--- src/rtl/cpu_state_sequencer_pkg.sv ---
// Shared CPU definitions: state encoding, reset vector and opcode constants
// used by the instruction sequencer and the control decoder.
package cpu_state_sequencer_pkg;

    localparam int unsigned XLEN  = 32;
    localparam int unsigned OPC_W = 6;

    localparam logic [XLEN-1:0] RESET_VECTOR = 32'hBFC0_0000;
    localparam logic [XLEN-1:0] PC_STEP      = 32'd4;

    typedef enum logic [2:0] {
        ST_FETCH = 3'd0,
        ST_LOAD  = 3'd1,
        ST_MEM   = 3'd2,
        ST_EXEC  = 3'd3,
        ST_HALT  = 3'd4
    } cpu_state_e;

    localparam logic [OPC_W-1:0] OP_LB  = 6'd32;
    localparam logic [OPC_W-1:0] OP_LH  = 6'd33;
    localparam logic [OPC_W-1:0] OP_LWL = 6'd34;
    localparam logic [OPC_W-1:0] OP_LW  = 6'd35;
    localparam logic [OPC_W-1:0] OP_LBU = 6'd36;
    localparam logic [OPC_W-1:0] OP_LHU = 6'd37;
    localparam logic [OPC_W-1:0] OP_LWR = 6'd38;
    localparam logic [OPC_W-1:0] OP_SB  = 6'd40;
    localparam logic [OPC_W-1:0] OP_SH  = 6'd41;
    localparam logic [OPC_W-1:0] OP_SW  = 6'd43;

    // True for opcodes that perform a bus access in MEM and may therefore stall there.
    function automatic logic is_mem_op(input logic [OPC_W-1:0] opc);
        logic r;
        r = 1'b0;
        case (opc)
            OP_LB, OP_LH, OP_LWL, OP_LW, OP_LBU, OP_LHU, OP_LWR,
            OP_SB, OP_SH, OP_SW: r = 1'b1;
            default:             r = 1'b0;
        endcase
        return r;
    endfunction

endpackage

--- src/rtl/cpu_state_sequencer.sv ---
// Multi-cycle instruction sequencer: FETCH/LOAD/MEM/EXEC with bus stalls,
// a single branch delay slot and a halt on reaching pc 0.
module cpu_state_sequencer
    import cpu_state_sequencer_pkg::*;
(
    input  logic            clk,
    input  logic            reset,
    input  logic            waitrequest,
    input  logic [XLEN-1:0] readdata,
    input  logic            redirect,
    input  logic [XLEN-1:0] redirect_target,
    output logic [2:0]      state,
    output logic [XLEN-1:0] instr,
    output logic [XLEN-1:0] pc,
    output logic            active
);

    cpu_state_e      state_q, state_d;
    logic [XLEN-1:0] instr_q, instr_d;
    logic [XLEN-1:0] pc_q, pc_d;
    logic            pending_q, pending_d;
    logic [XLEN-1:0] pending_target_q, pending_target_d;
    logic            active_q, active_d;
    logic [XLEN-1:0] pc_next;

    // A latched redirect takes effect one instruction later (delay slot).
    assign pc_next = pending_q ? pending_target_q : pc_q + PC_STEP;

    always_comb begin
        state_d          = state_q;
        instr_d          = instr_q;
        pc_d             = pc_q;
        pending_d        = pending_q;
        pending_target_d = pending_target_q;
        active_d         = active_q;

        case (state_q)
            ST_FETCH: begin
                if (!waitrequest) begin
                    instr_d = readdata;
                    state_d = ST_LOAD;
                end
            end
            ST_LOAD: state_d = ST_MEM;
            ST_MEM: begin
                if (!(waitrequest && is_mem_op(instr_q[XLEN-1 -: OPC_W]))) begin
                    state_d = ST_EXEC;
                end
            end
            ST_EXEC: begin
                pc_d = pc_next;
                // A redirect from the delay-slot instruction itself is dropped.
                if (pending_q) begin
                    pending_d = 1'b0;
                end else if (redirect) begin
                    pending_d        = 1'b1;
                    pending_target_d = redirect_target;
                end
                if (pc_next == '0) begin
                    state_d  = ST_HALT;
                    active_d = 1'b0;
                end else begin
                    state_d = ST_FETCH;
                end
            end
            ST_HALT: state_d = ST_HALT;
            default: state_d = ST_FETCH;
        endcase
    end

    always_ff @(posedge clk or posedge reset) begin
        if (reset) begin
            state_q          <= ST_FETCH;
            instr_q          <= '0;
            pc_q             <= RESET_VECTOR;
            pending_q        <= 1'b0;
            pending_target_q <= '0;
            active_q         <= 1'b1;
        end else begin
            state_q          <= state_d;
            instr_q          <= instr_d;
            pc_q             <= pc_d;
            pending_q        <= pending_d;
            pending_target_q <= pending_target_d;
            active_q         <= active_d;
        end
    end

    assign state  = state_q;
    assign instr  = instr_q;
    assign pc     = pc_q;
    assign active = active_q;

endmodule

--- config.mk ---
export PLATFORM = sky130hd
export DESIGN_NAME = cpu_state_sequencer
export DESIGN_NICKNAME = d
export VERILOG_FILES = /design/src/rtl/cpu_state_sequencer_pkg.sv /design/src/rtl/cpu_state_sequencer.sv
export SDC_FILE = /design/constraint.sdc
export NUM_CORES = 1
export LEC_CHECK = 0
export CAP_MARGIN = 20
export CORE_MARGIN = 2
export CORE_UTILIZATION = 53
export DETAILED_ROUTE_END_ITERATION = 6
export PLACE_DENSITY_LB_ADDON = 0.15
export SYNTH_ARGS = -nofsm -noshare
export SYNTH_HDL_FRONTEND = slang
export SYNTH_SLANG_ARGS = --single-unit
--- constraint.sdc ---
create_clock -name clk -period 8.4 [get_ports clk]
set_input_delay 1.68 -clock clk [delete_from_list [all_inputs] [get_ports clk]]
set_output_delay 1.68 -clock clk [all_outputs]
set_load 0.01 [all_outputs]
==> results.py, run 1 <==
metrics = {
    "cts": {
        "cts_setup_buffers": 0,
        "clockBufferDepth": 2,
        "htree_num_levels": 3,
        "clk-insertion-delay-late_ns": 0.38,
        "ctsHoldBuffers": 0,
        "root_buffer": "clkbuf_8",
        "cts_tree": "done",
        "cts.clk_slew.worst_paths_ns": 0.10,
        "cts_sinks": 101,
        "numCtsBuffers": 9,
        "post_cts_resized": 0,
    },
    "sta": {
        "relSlewSlack_pct": 43.55,
        "rsz0062_at_grt": "false",
        "worst_clock_skew_ns": 0.01272,
        "layout_min_cycle_time_ns": 3.315,
        "fmax_mhz": 301.7,
        "setup_viol": 0,
        "worstMarginPinSlew_ns": 0.8397,
        "whs_ns": 0.4648,
        "tns_ns": 0,
        "hold_viol_final": 0,
        "slew_violations": 0,
        "finalCritPeriodShare_pct": 39.46,
        "layout_setup_ws_ns": 5.085,
    },
    "floorplanning": {
        "num_rows": 36,
        "die_height_um": 103.6,
        "dieArea_um2": 10730,
        "core_um2": 9684,
        "start_util_pct": 54.29,
        "die_w_um": 103.6,
        "ioPinCount": 136,
    },
    "drt": {
        "viasPerCell": 5.846,
        "num_vias": 4443,
        "drtPass1Iterations": 5,
        "antenna_left": 0,
        "drtIter0Drc": 178,
        "wl_per_cell_um": 17.08,
        "drt-total-wl_um": 12980,
        "drc_errors": 0,
    },
    "cells_and_area": {
        "drive_gt1_share_pct": 18.34,
        "stdcell_count": 760,
        "final_area_um2": 6832,
        "final_nets": 691,
        "final_util_pct": 70.54,
        "n_antenna_cell": 0,
        "area_delta_synth_final_pct": 29.94,
    },
    "logic_synthesis": {
        "ys_types": 65,
        "synthArstFlopShare_pct": 100.0,
        "synth_warnings": 0,
        "ys_seq_area_share_pct": 48.31,
        "synth_top_cell_by_area": "dfrtp_1",
        "synth_seq_cells": 101,
        "synth.cell_area_um2": 5258,
        "syn_area_per_cell_um2": 10.29,
        "synth_top_area_share_pct": 43.31,
        "synth_edf_count": 0,
        "synthCells": 511,
        "netlist_top_cells_area": "dfrtp_1 (43%), mux2_2 (15%), dfstp_2 (5.0%)",
        "syn-num-nets": 580,
        "synth_ff_type": "dfrtp_1",
    },
    "worst_setup_path": {
        "crit_required_ns": 6.72,
        "max_stage_delay_ns": 0.65,
        "worst_setup_path_start_kind": "flip-flop",
        "criticalPathCategory": "reg -> out",
        "critPathArrivalTime_ns": 1.63,
        "crit_buf_inv": 1,
        "slowest_stage": "dfstp_2",
        "cp_cell_sequence": "clkdlybuf4s50_1",
        "critical_path.top_delay_family": "flip-flops",
        "critical_path_peak_fanout": 10,
        "endpoint_kind": "output port",
    },
    "place": {
        "place_congestion": 0.8467,
        "post-dp-hpwl_um": 9142,
        "placed_cells": 744,
        "place.port_buffers": 135,
        "post-place-ws_ns": 5.016,
        "place_area_um2": 6641,
    },
    "grt": {
        "grt_max_degree": 74,
        "grt_pass1_wl_um": 21600,
        "grt_pass1_vias": 4343,
        "grt.total_usage_pct": 24.46,
        "antenna_found_initial": 0,
        "grt_overflow_total": 0,
    },
    "power_and_ir_drop": {
        "p_leak_nw": 2.599,
        "peakVddDrop_uv": 200.3,
        "powerDensity_nw_per_um2": 350.7,
        "total_power_mw": 2.396,
    },
    "run": {
        "maxCapViolCount": 0,
    },
    "outcome": {
        "outcome": "finished clean",
    },
    "hold_path": {
        "hold_class": "reg -> reg",
    },
}
worst reg2reg max path, cell delays in order, from the launching register on:
cell and delay (ns):
dfrtp_1 0.56, ha_1 0.46, nand3_1 0.49, nor2_1 0.29, mux2_1 0.34, o41a_1 0.37, or4_4 0.49, o21a_1 0.19
registers in the layout, summed over array words and instances, names as in the netlist:
signal and count:
pending_target_q 32, pc 32, state 3, instr 32, pending_q 1, active 1
metal layers:
metal  vias to the layer above  track usage [%]  wire [µm]
met5                         -                0          0
met2                       174            39.55       6132
met4                         0            6.371        141
li1                       2089                -          -
met3                        14            8.118       1172
met1                      2166            31.89       5535
cell usage after synthesis (all sizes together), types with 8 or more instances:
| cell type | n |
|---|---|
| o21ai | 44 |
| nand4 | 9 |
| a21oi | 24 |
| dfrtp | 91 |
| buf | 12 |
| xor2 | 8 |
| clkbuf | 29 |
| mux2 | 70 |
| nor4 | 16 |
| dfstp | 10 |
| nand2 | 40 |
| nor3 | 16 |
| nand3 | 19 |
| nor2 | 36 |
report_power, final:
group | switching [mW] | internal (mW) | leakage, nW
clock | 0.187 | 0.117 | 0.0970
combinational | 0.474 | 0.613 | 1.30
sequential | 0.272 | 0.733 | 1.20
total | 0.933 | 1.46 | 2.60
cells by family (layout without fill, tap and decap cells):
| group | Yosys count | count (layout) | synth area share, % |
|---|---|---|---|
| AO/OA/AOI/OAI | 108 | 108 | 12.40 |
| XOR/XNOR | 14 | 14 | 2.332 |
| adder cells (fa/ha/maj) | 1 | 1 | 0.2379 |
| buffers and inverters | 47 | 163 | 4.022 |
| flip-flops | 101 | 101 | 48.31 |
| multiplexers | 75 | 75 | 16.02 |
| AND/OR/NAND/NOR | 165 | 165 | 16.68 |
layout by cell type, fill, tap and decap left out, types with 3 or more instances in the layout:
master / Yosys / final
clkdlybuf4s50_1: 0 / 135
o21ai_0: 43 / 43
inv_6: 0 / 4
mux2i_1: 5 / 5
a21oi_1: 24 / 24
nand2_1: 40 / 40
nor2_1: 35 / 35
clkbuf_8: 0 / 9
buf_4: 2 / 6
inv_1: 5 / 4
a22oi_1: 3 / 3
nor4b_1: 4 / 4
nand3_1: 18 / 18
mux2_2: 68 / 68
nand4_1: 8 / 8
and2_1: 3 / 3
and4_1: 4 / 4
nor4_1: 15 / 14
a211oi_1: 3 / 3
nor3_1: 16 / 16
a31oi_1: 4 / 4
dfstp_2: 10 / 10
a32oi_1: 3 / 3
o21a_1: 3 / 3
o22ai_1: 6 / 6
dfrtp_1: 91 / 90
xor2_1: 8 / 8
xnor2_1: 6 / 6
final cells by class:
class / instances / area [µm²]
Inverter: 6 / 25.02
Fill cell: 740 / 2853
Clock inverter: 6 / 62.56
Sequential cell: 101 / 2541
Timing Repair Buffer: 141 / 1396
Multi-Input combinational cell: 363 / 2512
Tap cell: 133 / 166.4
Clock buffer: 10 / 127.6
path summary, 6_finish.rpt:
check                                   start                     to  slack (ns)  cells after the start
hold / removal             active$_DFFE_PP1P_     active$_DFFE_PP1P_        0.46                      1
max in group asynchronous               reset  pending_q$_DFFE_PP0P_        5.52                      3
hold reg to reg            active$_DFFE_PP1P_     active$_DFFE_PP1P_        0.46                      1
min in group asynchronous               reset   instr[7]$_DFFE_PP0P_        1.64                      2
setup / recovery           pc[27]$_DFFE_PP1P_                 pc[27]        5.09                      1
setup reg to reg            pc[2]$_DFFE_PP0P_     active$_DFFE_PP1P_        5.15                      7
Note: power is estimated with default switching activity, not from simulation.
==> run 2: changes to the inputs <==
--- a/config.mk
+++ b/config.mk
@@ -7,7 +7,7 @@
 export LEC_CHECK = 0
 export CAP_MARGIN = 20
 export CORE_MARGIN = 2
-export CORE_UTILIZATION = 53
+export CORE_UTILIZATION = 45
 export DETAILED_ROUTE_END_ITERATION = 6
 export PLACE_DENSITY_LB_ADDON = 0.15
 export SYNTH_ARGS = -nofsm -noshare
==> constraint.sdc (replaced) <==
create_clock -name clk -period 2.7 [get_ports clk]
set_input_delay 0.54 -clock clk [delete_from_list [all_inputs] [get_ports clk]]
set_output_delay 0.54 -clock clk [all_outputs]
set_load 0.01 [all_outputs]
==> run 2 against run 1 <==
  * Combinational power grew to 3.6 times the previous value
  * Via count is 3.0% higher
  * Clock skew is 0.00089 ns lower
  * Register-to-register slack worse by 5.0 ns
  * Critical path depth is 6 higher
  * Clock-buffer cell count is 2 higher
  * Critical path type is now reg -> reg
  * Highest routed layer unchanged
==> results.py, run 2 (same netlist as run 1, synthesis figures left out) <==
metrics = {
    "outcome": {
        "outcome": "finished clean",
    },
    "grt": {
        "grt_overflow_total": 0,
        "grt_pass1_vias": 4843,
        "grt_pass1_wl_um": 23940,
        "antenna_found_initial": 0,
        "grt.total_usage_pct": 23.81,
        "grt_max_degree": 102,
    },
    "place": {
        "post-place-ws_ns": 0.09358,
        "place_congestion": 0.9157,
        "post-dp-hpwl_um": 10640,
        "place.port_buffers": 135,
    },
    "worst_setup_path": {
        "slowest_stage": "or4_4",
        "cp_cell_sequence": "ha_1 -> and4_4 -> or3_1 -> a211oi_1 -> o2111ai_1 -> or4_4 -> o21a_1",
        "worst_setup_path_start_kind": "flip-flop",
        "ff2ff_path_depth": 7,
        "r2r_slack_ns": 0.11,
        "crit_buf_inv": 0,
        "max_stage_delay_ns": 0.55,
        "r2r_end": "active$_DFFE_PP1P_",
        "critical_path_peak_fanout": 7,
        "rr_startpoint": "pc[2]$_DFFE_PP0P_",
        "cp-endpoint": "active$_DFFE_PP1P_",
        "criticalPathCategory": "reg -> reg",
        "crit_required_ns": 2.99,
        "crit_start": "pc[2]$_DFFE_PP0P_",
        "endpoint_kind": "flip-flop",
        "critical_path.top_delay_family": "simple AND/OR/NAND/NOR gates",
        "critPathArrivalTime_ns": 2.88,
        "critical_path_cell_count": 7,
    },
    "hold_path": {
        "hold_class": "reg -> reg",
    },
    "floorplanning": {
        "ioPinCount": 136,
        "start_util_pct": 46.04,
        "die_w_um": 112.1,
        "die_height_um": 112.1,
        "core_um2": 11420,
        "dieArea_um2": 12560,
        "num_rows": 39,
    },
    "drt": {
        "drt-total-wl_um": 14560,
        "drtPass1Iterations": 4,
        "wl_per_cell_um": 18.09,
        "viasPerCell": 5.683,
        "antenna_left": 0,
        "drc_errors": 0,
        "drtIter0Drc": 303,
        "num_vias": 4575,
    },
    "cts": {
        "numCtsBuffers": 9,
        "ctsHoldBuffers": 0,
        "post_cts_resized": 0,
        "clk-insertion-delay-late_ns": 0.35,
        "root_buffer": "clkbuf_16",
        "clockBufferDepth": 2,
        "cts_tree": "done",
        "cts_setup_buffers": 0,
        "cts_sinks": 101,
        "cts.clk_slew.worst_paths_ns": 0.07,
        "htree_num_levels": 3,
    },
    "sta": {
        "fmax_mhz": 386.1,
        "rsz0062_at_grt": "false",
        "hold_viol_final": 0,
        "finalCritPeriodShare_pct": 95.93,
        "tns_ns": 0,
        "setup_viol": 0,
        "worst_clock_skew_ns": 0.01183,
        "layout_min_cycle_time_ns": 2.590,
        "relSlewSlack_pct": 64.61,
        "slew_violations": 0,
        "worstMarginPinSlew_ns": 0.5308,
        "layout_setup_ws_ns": 0.1100,
    },
    "run": {
        "maxCapViolCount": 0,
    },
    "power_and_ir_drop": {
        "p_leak_nw": 2.807,
        "powerDensity_nw_per_um2": 1120,
        "peakVddDrop_uv": 617.1,
    },
    "cells_and_area": {
        "drive_gt1_share_pct": 23.41,
        "n_antenna_cell": 0,
        "final_nets": 726,
        "mostFrequentLayoutCells": "clkdlybuf4s50_1 (135), dfrtp_1 (87), mux2_2 (68), o21ai_0 (43)",
        "area_delta_synth_final_pct": 37.51,
        "layout_commonest_cell": "clkdlybuf4s50_1",
    },
}
[run 2: cell count changes in the layout (fill, tap and decap cells not counted), sizes merged]
cell      delta
buf         +35
inv          -4
clkbuf       +2
clkinvlp     +2
[run 2: routing by layer]
layer / track usage, % / vias up / share of wire (%)
met4: 6.341 / 0 / 1.7
met1: 28.78 / 2235 / 40
li1: - / 2146 / -
met2: 39.48 / 176 / 48
met5: 0 / - / 0
met3: 10.04 / 18 / 10
[run 2: how the worst min path moves through the flow]
stage / start / endpoint / slack, ns / depth (start not counted)
3_5_place_dp: active$_DFFE_PP1P_ / active$_DFFE_PP1P_ / 0.45 / 1
5_1_grt: active$_DFFE_PP1P_ / active$_DFFE_PP1P_ / 0.48 / 1
6_report: active$_DFFE_PP1P_ / active$_DFFE_PP1P_ / 0.46 / 1
3_3_place_gp: active$_DFFE_PP1P_ / active$_DFFE_PP1P_ / 0.45 / 1
4_1_cts: active$_DFFE_PP1P_ / active$_DFFE_PP1P_ / 0.47 / 1
2_1_floorplan: active$_DFFE_PP1P_ / active$_DFFE_PP1P_ / 0.47 / 1
[run 2: final cells by class]
type	count	area [µm²]
Timing Repair Buffer	176	1672
Clock inverter	4	32.53
Clock buffer	12	246.5
Multi-Input combinational cell	363	2529
Fill cell	944	4189
Inverter	6	26.28
Sequential cell	101	2545
Tap cell	143	178.9
[run 2: through the flow]
step / instances / hold WS [ns] / area, µm² / utilization [%] / total power [mW]
floorplan: 511 / 0.4661 / 5264 / - / 4.989
global placement: 789 / 0.4546 / 6930 / 60.69 / 6.723
detailed placement: 789 / 0.4535 / 6930 / 60.69 / 6.869
CTS: 805 / 0.4651 / 7209 / 63.14 / 8.147
global route: 805 / 0.4812 / 7229 / 63.31 / 8.608
finish: 805 / 0.4592 / 7229 / 63.31 / 8.094
[run 2: power by group]
group | internal, mW | total, mW | switching [mW] | leakage, nW
clock network | 0.660 | 1.24 | 0.582 | 0.135
logic | 2.11 | 3.88 | 1.77 | 1.47
registers | 2.29 | 2.98 | 0.687 | 1.20
total | 5.06 | 8.09 | 3.04 | 2.81
[run 2: worst register-to-register path: stages (launching register included)]
cell	delay, ns
dfrtp_2	0.45
ha_1	0.30
and4_4	0.19
or3_1	0.30
a211oi_1	0.34
o2111ai_1	0.19
or4_4	0.55
o21a_1	0.20
